[config.mk]
export PLATFORM = sky130hd
export DESIGN_NAME = dma_bus_write_ctrl_flat
export DESIGN_NICKNAME = d
export VERILOG_FILES = /design/src/rtl/dma_bus_write_ctrl_if.sv /design/src/rtl/dma_bus_write_ctrl.sv /design/src/flat_wrapper.sv
export SDC_FILE = /design/constraint.sdc
export NUM_CORES = 1
export LEC_CHECK = 0
export ABC_CLOCK_PERIOD_IN_PS = 3700
export BUFFER_PORTS_ARGS = -buffer_cell sky130_fd_sc_hd__buf_2
export CAP_MARGIN = 5
export CORE_UTILIZATION = 59
export CTS_CLUSTER_DIAMETER = 40
export DETAILED_ROUTE_END_ITERATION = 7
export HOLD_SLACK_MARGIN = 0.12
export PLACE_DENSITY = 0.92
export SYNTH_ARGS = -nofsm -noshare
export SYNTH_HDL_FRONTEND = slang
export SYNTH_SLANG_ARGS = --single-unit
[constraint.sdc]
create_clock -name clk -period 3.7 [get_ports clk]
set_input_delay 0.925 -clock clk [delete_from_list [all_inputs] [get_ports clk]]
set_output_delay 0.925 -clock clk [all_outputs]
set_load 0.02 [all_outputs]
[src/rtl/dma_bus_write_ctrl_if.sv]
// Bus bundle for the DMA write/control block: instruction strobe, write data,
// transfer step, and the register views plus read-mux steering it drives back.
interface dma_bus_write_ctrl_if #(
    parameter int unsigned AW = 4,
    parameter int unsigned WW = 4
);
    logic [2:0]    instr;
    logic          instr_valid;
    logic [3:0]    data_in;
    logic          cnt_step;
    logic [2:0]    ctrl_reg_out;
    logic [AW-1:0] add_cnt_out;
    logic [WW-1:0] word_cnt_out;
    logic [1:0]    seld;
    logic          data_oe;
    logic          armed;
    logic          done;

    // Driver side (sequencer / testbench)
    modport master (
        output instr, instr_valid, data_in, cnt_step,
        input  ctrl_reg_out, add_cnt_out, word_cnt_out, seld, data_oe, armed, done
    );

    // Controller side
    modport slave (
        input  instr, instr_valid, data_in, cnt_step,
        output ctrl_reg_out, add_cnt_out, word_cnt_out, seld, data_oe, armed, done
    );
endinterface

[src/rtl/dma_bus_write_ctrl.sv]
// Write-side/control end of the 4-bit DMA bus. Decodes Am2940-style instructions,
// loads control/address/word registers, steps the counters on transfer strobes
// and raises a sticky terminal-count flag.
module dma_bus_write_ctrl #(
    parameter int unsigned AW = 4,
    parameter int unsigned WW = 4
) (
    input logic                 clk,
    input logic                 rst,
    dma_bus_write_ctrl_if.slave bus
);
    localparam logic [2:0] OpWrcr   = 3'b000;
    localparam logic [2:0] OpRdcr   = 3'b001;
    localparam logic [2:0] OpRdwc   = 3'b010;
    localparam logic [2:0] OpRdac   = 3'b011;
    localparam logic [2:0] OpReinit = 3'b100;
    localparam logic [2:0] OpLdadr  = 3'b101;
    localparam logic [2:0] OpLdwc   = 3'b110;
    localparam logic [2:0] OpEncnt  = 3'b111;

    localparam logic [AW-1:0] AddrOne = AW'(1);
    localparam logic [WW-1:0] WordOne = WW'(1);

    logic [2:0]    ctrl_q, ctrl_d;
    logic [AW-1:0] add_reg_q, add_reg_d;
    logic [AW-1:0] add_cnt_q, add_cnt_d;
    logic [WW-1:0] word_reg_q, word_reg_d;
    logic [WW-1:0] word_cnt_q, word_cnt_d;
    logic [1:0]    seld_q, seld_d;
    logic          data_oe_q, data_oe_d;
    logic          armed_q, armed_d;
    logic          done_q, done_d;

    logic [1:0]    mode;
    logic          step_en;
    logic          terminal;

    assign mode = ctrl_q[1:0];

    // Register update with synchronous reset
    always_ff @(posedge clk) begin
        if (rst) begin
            ctrl_q     <= '0;
            add_reg_q  <= '0;
            add_cnt_q  <= '0;
            word_reg_q <= '0;
            word_cnt_q <= '0;
            seld_q     <= '0;
            data_oe_q  <= 1'b0;
            armed_q    <= 1'b0;
            done_q     <= 1'b0;
        end else begin
            ctrl_q     <= ctrl_d;
            add_reg_q  <= add_reg_d;
            add_cnt_q  <= add_cnt_d;
            word_reg_q <= word_reg_d;
            word_cnt_q <= word_cnt_d;
            seld_q     <= seld_d;
            data_oe_q  <= data_oe_d;
            armed_q    <= armed_d;
            done_q     <= done_d;
        end
    end

    // Next state: instructions take priority, a step in the same cycle is dropped
    always_comb begin
        ctrl_d     = ctrl_q;
        add_reg_d  = add_reg_q;
        add_cnt_d  = add_cnt_q;
        word_reg_d = word_reg_q;
        word_cnt_d = word_cnt_q;
        seld_d     = seld_q;
        data_oe_d  = 1'b0;
        armed_d    = armed_q;
        done_d     = done_q;
        terminal   = 1'b0;
        step_en    = bus.cnt_step && armed_q && !done_q && !bus.instr_valid;

        if (bus.instr_valid) begin
            unique case (bus.instr)
                OpWrcr: begin
                    ctrl_d  = bus.data_in[2:0];
                    done_d  = 1'b0;
                    armed_d = 1'b0;
                end
                OpRdcr: begin
                    seld_d    = 2'b10;
                    data_oe_d = 1'b1;
                end
                OpRdwc: begin
                    seld_d    = 2'b01;
                    data_oe_d = 1'b1;
                end
                OpRdac: begin
                    seld_d    = 2'b00;
                    data_oe_d = 1'b1;
                end
                OpReinit: begin
                    add_cnt_d  = add_reg_q;
                    word_cnt_d = (mode == 2'b01) ? '0 : word_reg_q;
                    done_d     = 1'b0;
                end
                OpLdadr: begin
                    add_reg_d = AW'(bus.data_in);
                    add_cnt_d = AW'(bus.data_in);
                end
                OpLdwc: begin
                    word_reg_d = WW'(bus.data_in);
                    word_cnt_d = (mode == 2'b01) ? '0 : WW'(bus.data_in);
                    done_d     = 1'b0;
                end
                OpEncnt: begin
                    if (!done_q) armed_d = 1'b1;
                end
                default: ;
            endcase
        end else if (step_en) begin
            add_cnt_d = ctrl_q[2] ? add_cnt_q - AddrOne : add_cnt_q + AddrOne;
            unique case (mode)
                2'b00: begin
                    word_cnt_d = word_cnt_q - WordOne;
                    terminal   = (word_cnt_d == '0);
                end
                2'b01: begin
                    word_cnt_d = word_cnt_q + WordOne;
                    terminal   = (word_cnt_d == word_reg_q);
                end
                // Address-only modes: word counter frozen, never terminal
                default: ;
            endcase
            if (terminal) begin
                done_d  = 1'b1;
                armed_d = 1'b0;
            end
        end
    end

    // Outputs come straight from registers
    always_comb begin
        bus.ctrl_reg_out = ctrl_q;
        bus.add_cnt_out  = add_cnt_q;
        bus.word_cnt_out = word_cnt_q;
        bus.seld         = seld_q;
        bus.data_oe      = data_oe_q;
        bus.armed        = armed_q;
        bus.done         = done_q;
    end
endmodule

[src/flat_wrapper.sv]
// flat-port wrapper written by rule: the top's interface ports become plain ports
module dma_bus_write_ctrl_flat 
#(
    parameter int unsigned AW = 4,
    parameter int unsigned WW = 4
)
  (clk, rst, bus_instr, bus_instr_valid, bus_data_in, bus_cnt_step, bus_ctrl_reg_out, bus_add_cnt_out, bus_word_cnt_out, bus_seld, bus_data_oe, bus_armed, bus_done);
  dma_bus_write_ctrl_if #(.AW(AW), .WW(WW)) bus_i ();
  input logic clk;
  input logic rst;
  input wire logic [$bits(bus_i.instr)-1:0] bus_instr;
  input wire logic [$bits(bus_i.instr_valid)-1:0] bus_instr_valid;
  input wire logic [$bits(bus_i.data_in)-1:0] bus_data_in;
  input wire logic [$bits(bus_i.cnt_step)-1:0] bus_cnt_step;
  output wire logic [$bits(bus_i.ctrl_reg_out)-1:0] bus_ctrl_reg_out;
  output wire logic [$bits(bus_i.add_cnt_out)-1:0] bus_add_cnt_out;
  output wire logic [$bits(bus_i.word_cnt_out)-1:0] bus_word_cnt_out;
  output wire logic [$bits(bus_i.seld)-1:0] bus_seld;
  output wire logic [$bits(bus_i.data_oe)-1:0] bus_data_oe;
  output wire logic [$bits(bus_i.armed)-1:0] bus_armed;
  output wire logic [$bits(bus_i.done)-1:0] bus_done;
  assign bus_i.instr = bus_instr;
  assign bus_i.instr_valid = bus_instr_valid;
  assign bus_i.data_in = bus_data_in;
  assign bus_i.cnt_step = bus_cnt_step;
  assign bus_ctrl_reg_out = bus_i.ctrl_reg_out;
  assign bus_add_cnt_out = bus_i.add_cnt_out;
  assign bus_word_cnt_out = bus_i.word_cnt_out;
  assign bus_seld = bus_i.seld;
  assign bus_data_oe = bus_i.data_oe;
  assign bus_armed = bus_i.armed;
  assign bus_done = bus_i.done;
  dma_bus_write_ctrl #(.AW(AW), .WW(WW)) u_core (.clk(clk), .rst(rst), .bus(bus_i));
endmodule
After elaboration in Yosys (flattened, before gate mapping):

Cells that the tools add are included.

* flip-flop bits (word level): 24
* input bits: 11
* output and inout port bits: 16
* word-level logic and storage cells: 75

* add/sub/neg operators: 4
* equality and inequality tests: 14
* muxes and demuxes: 24
* bitwise logic cells: 1
* reductions and logical operators: 23

Operators by type and width (number)
* 2-to-1 mux 4 bit: 7
* one-hot mux 4 bit (2 select lines): 3
* equality test 3 bit, second input constant: 4
* 2-to-1 mux 1 bit: 11
* AND reduction 2 bit: 5
* inequality test 3 x 1 -> 1 bit, second input constant: 3
* adder 4 x 1 -> 4 bit, second input constant: 2
* subtractor 4 x 1 -> 4 bit, second input constant: 2
* equality test 3 x 2 -> 1 bit, second input constant: 2
* one-hot mux 2 bit (3 select lines): 1
* AND reduction 3 bit: 2
* nonzero test 3 bit: 2
* OR reduction 3 bit: 2
* equality test 4 bit: 1
* logical NOT 4 bit: 1
* one-hot mux 1 bit (2 select lines): 2
* AND reduction 4 bit: 1
* nonzero test 2 bit: 2
* equality test 3 x 1 -> 1 bit, second input constant: 1
* logical AND 1 bit: 3
* logical NOT 3 bit: 1
* inequality test 3 bit, second input constant: 1
* equality test 2 x 1 -> 1 bit, second input constant: 1
* logical NOT 1 bit: 2
* 4 further kinds: 4

Depth between registers and ports, before layout:

* word-level depth: 8
* gate-level depth with buffers: 7
* mapped depth without buffers: 7

Worst setup path after synthesis:

OpenSTA, ideal clock, no wires.

* path kind: input port to flip-flop
* start point: input bus_instr[1]
* end point: register u_core.add_cnt_q[3], in the netlist u_core.bus.add_cnt_out[3]
* library setup time: 0.123 ns
* arrival: 1.912 ns
* required time: 3.577 ns
* path slack: 1.666 ns
* stages: 5
* buffers on the path: 1
* cells stage by stage: buf_2 > nand3b_1 > mux2_1 > a31oi_1 > a31oi_1

* longest elaborated chain between the ends: 3
* elaborated cells between the ends (all ways): 6
* classes of those cells: eq/ne (3); mux (2); reduce/logical (1)

Ends and longest elaborated chain
* from (decl): RTL line flat_wrapper.sv:11 `input wire logic [$bits(bus_i.instr)-1:0] bus_instr;`
* equality test 3 bit: RTL line dma_bus_write_ctrl.sv:80 `unique case (bus.instr)`
* one-hot mux 4 bit (2 select lines) / inequality test 3 x 1 -> 1 bit (equally long branches)
* 2-to-1 mux 4 bit / AND reduction 2 bit (equally long branches)
* to (signal assigned): RTL line dma_bus_write_ctrl.sv:55 `add_cnt_q <= add_cnt_d;`
* to (decl): RTL line dma_bus_write_ctrl.sv:26 `logic [AW-1:0] add_cnt_q, add_cnt_d;`

Several ways; a longest one is shown, not always the timed one.
A chain may end at the register's enable or synchronous reset.

Worst setup path after layout:

* start point: register u_core.word_cnt_q[0], in the netlist u_core.bus.word_cnt_out[0]
* end point: output bus_word_cnt_out[0]

RTL lines
* from (decl): RTL line dma_bus_write_ctrl.sv:28 `logic [WW-1:0] word_cnt_q, word_cnt_d;`
* from (signal assigned): RTL line dma_bus_write_ctrl.sv:57 `word_cnt_q <= word_cnt_d;`
* to (decl): RTL line flat_wrapper.sv:17 `output wire logic [$bits(bus_i.word_cnt_out)-1:0] bus_word_cnt_out;`

No word-level cell between the ends.

==> results.yml <==
floorplan:
  die_h_um: 52.15
  pin_count: 27
  die_w_um: 52.15
  rows: 17
  coreArea_sq_mm: 0.002297
  fp.dieArea_sq_mm: 0.002720
  start_util_pct: 64.60
sta:
  final-setup-viol-count: 0
  slew_headroom_pct: 64.34
  final_hold_viol_count: 0
  period_share_pct: 55.13
  finalCriticalPeriod_ns: 2.040
  worstMarginPinSlew_ns: 0.5348
  tns_ns: 0
  rsz0062_at_grt: "false"
  finalClockSkew_ns: 0.007153
  fin_ws_ns: 1.660
  slew_violations: 0
  fmax_mhz: 490.3
drt:
  routed_via_density: 5.948
  drc_errors: 0
  drt_wl_total_mm: 3.348
  vias: 1267
  antenna_left: 0
  wl_per_cell_um: 15.72
  drt_iter0_markers: 68
  drtPass1Iterations: 6
grt:
  grt_overflow: 0
  antenna_found_initial: 0
  grt_pass1_wl_mm: 5.595
  grt_max_degree: 26
  grt_usage_pct: 27.93
  first_global_vias: 1234
critical_path:
  critPathKind: "register to output pin"
  path_buf_inv: 1
  slowest_stage: "dfxtp_1"
  critPathArrivalTime_ns: 1.11
  worstPathMaxFanout: 10
  critPathTopFamily: "flip-flops"
  worst_setup_path_start_kind: "register"
  slowest_delay_ns: 0.56
  required_ns: 2.77
  setup.worst_path.end_class: "output pin"
  crit_chain: "buf_2"
cells_and_area:
  final_nets: 203
  nFillCells: 179
  syn_to_final_growth_pct: 9.444
  diodes: 0
  layout-drive-gt1-share_pct: 20.00
synthesis:
  ys_types: 42
  yosys_register_bits: 24
  synth_fp_nets: 181
  netlist_area_sq_mm: 0.001484
  synthFlopType: "dfxtp_1"
  async_flop_share_pct: 0
  syn_avg_cell_area_sq_um: 9.048
  ys_seq_area_share_pct: 32.38
  synthCells: 164
  synth_edf_count: 0
  synth_warnings: 0
run:
  drv_cap: 0
power_and_ir_drop:
  power.leakage_nw: 0.7791
  power.density_mw_per_mm2: 307.9
  ir_worst_vdd_mv: 0.2552
placed_design:
  gp_congestion: 0.8652
  io_buffers: 26
  dp_hpwl_mm: 2.471
  dp_worst_setup_slack_ns: 1.386
clock_tree:
  cts_resized: 0
  tritoncts: "done"
  cts.clk_slew.worst_paths_ns: 0.13
  clk_latency_ns: 0.31
  cts_buffers: 3
  postCtsSetupBuffers: 0
  htree_levels: 1
  cts-root-buf: "clkbuf_4"
  cts_sinks: 24
  cts_buffer_depth: 2
  ctsHoldBuffers: 0
status:
  status: "finished, final reports clean"
worst_hold_path:
  hp-class: "register to register"
## cell type report
class	count	area, sq um	share of cell area [%]
clock buffers	4	36.28	2.234
inverters	6	22.52	1.387
multi-input cells	125	919.6	56.63
flip-flops and latches	24	480.5	29.58
well taps	28	35.03	2.157
repair buffers	26	130.1	8.012
## synthesized netlist by cell type (2+ instances only)
library cell,count,area [sq um]
dfxtp_1,24,480.5
nor2_1,22,82.58
mux2i_1,21,210.2
a21oi_1,9,45.04
xnor2_1,7,61.31
inv_1,6,22.52
nor2b_1,6,37.54
buf_2,5,25.02
ha_1,5,62.56
nand2_1,5,18.77
nand2b_1,5,31.28
o21ai_1,5,25.02
a211oi_1,4,30.03
nand3b_1,4,30.03
a31oi_1,3,18.77
nand3_1,3,15.01
xor2_1,3,26.28
o22ai_1,2,12.51
or3_1,2,12.51
## layout by cell type, fill, tap and decap left out, types with 2 or more instances in the layout
cell / instances
buf_2: 26
dfxtp_1: 24
nor2_1: 22
mux2i_1: 21
a21oi_1: 9
xnor2_1: 7
inv_1: 6
nor2b_1: 6
o21ai_1: 5
nand2_1: 5
nand2b_1: 5
ha_1: 5
nand3b_1: 4
a211oi_1: 4
nand3_1: 3
xor2_1: 3
a31oi_1: 3
clkbuf_4: 3
or3_1: 2
o22ai_1: 2
## power breakdown
| group | switching, W | internal, W |
|---|---|---|
| Combinational | 0.0000535 | 0.0000371 |
| Clock | 0.0000752 | 0.0000601 |
| Sequential | 0.00000817 | 0.000266 |
## flip-flops by register name, summed over array words and instances, names as in the netlist
signal and count:
u_core.bus.add_cnt_out 4, u_core.bus.ctrl_reg_out 3, u_core.add_reg_q 4, u_core.bus.done 1, u_core.bus.data_oe 1, u_core.bus.armed 1
u_core.bus.seld 2, u_core.bus.word_cnt_out 4, u_core.word_reg_q 4
## through the flow
stage | total power [W] | area (sq um) | hold slack (ns) | utilization (%) | std cells
4_1_cts | 0.0005021 | 1624 | 0.5368 | 70.70 | 213
3_5_place_dp | 0.0003693 | 1588 | 0.4991 | 69.12 | 209
2_1_floorplan | 0.0003467 | 1484 | 0.4593 | - | 164
6_report | 0.0005001 | 1624 | 0.5336 | 70.70 | 213
3_3_place_gp | 0.0003649 | 1588 | 0.4847 | 69.12 | 209
5_1_grt | 0.0005249 | 1624 | 0.5474 | 70.70 | 213
## logic make-up after synthesis
logic type | Yosys count | share of synthesized area [%]
simple gates | 55 | 20.83
compound gates | 31 | 13.74
flops | 24 | 32.38
xor+xnor | 10 | 5.903
fa+ha+maj | 6 | 5.565
buf+inv | 15 | 5.649
mux | 23 | 15.94
## path summary, 6_finish.rpt
path / start / endpoint / slack, ns / cells past startpoint
setup / recovery: u_core.bus.word_cnt_out[0] / bus_word_cnt_out[0] / 1.66 / 1
setup reg to reg: u_core.bus.word_cnt_out[0] / u_core.bus.armed / 1.75 / 7
hold / removal: u_core.bus.seld[1] / u_core.bus.seld[1] / 0.53 / 2
hold reg to reg: u_core.bus.seld[1] / u_core.bus.seld[1] / 0.53 / 2
## metal layers
metal / vias to the layer above / GRT usage (%) / routed length, um
met3: 4 / 6.140 / 215
met1: 591 / 34.11 / 1371
met5: - / 0 / 0
met4: 0 / 8.772 / 27
li1: 619 / - / -
met2: 53 / 48.29 / 1734
Note: power is estimated with default switching activity, not from simulation.
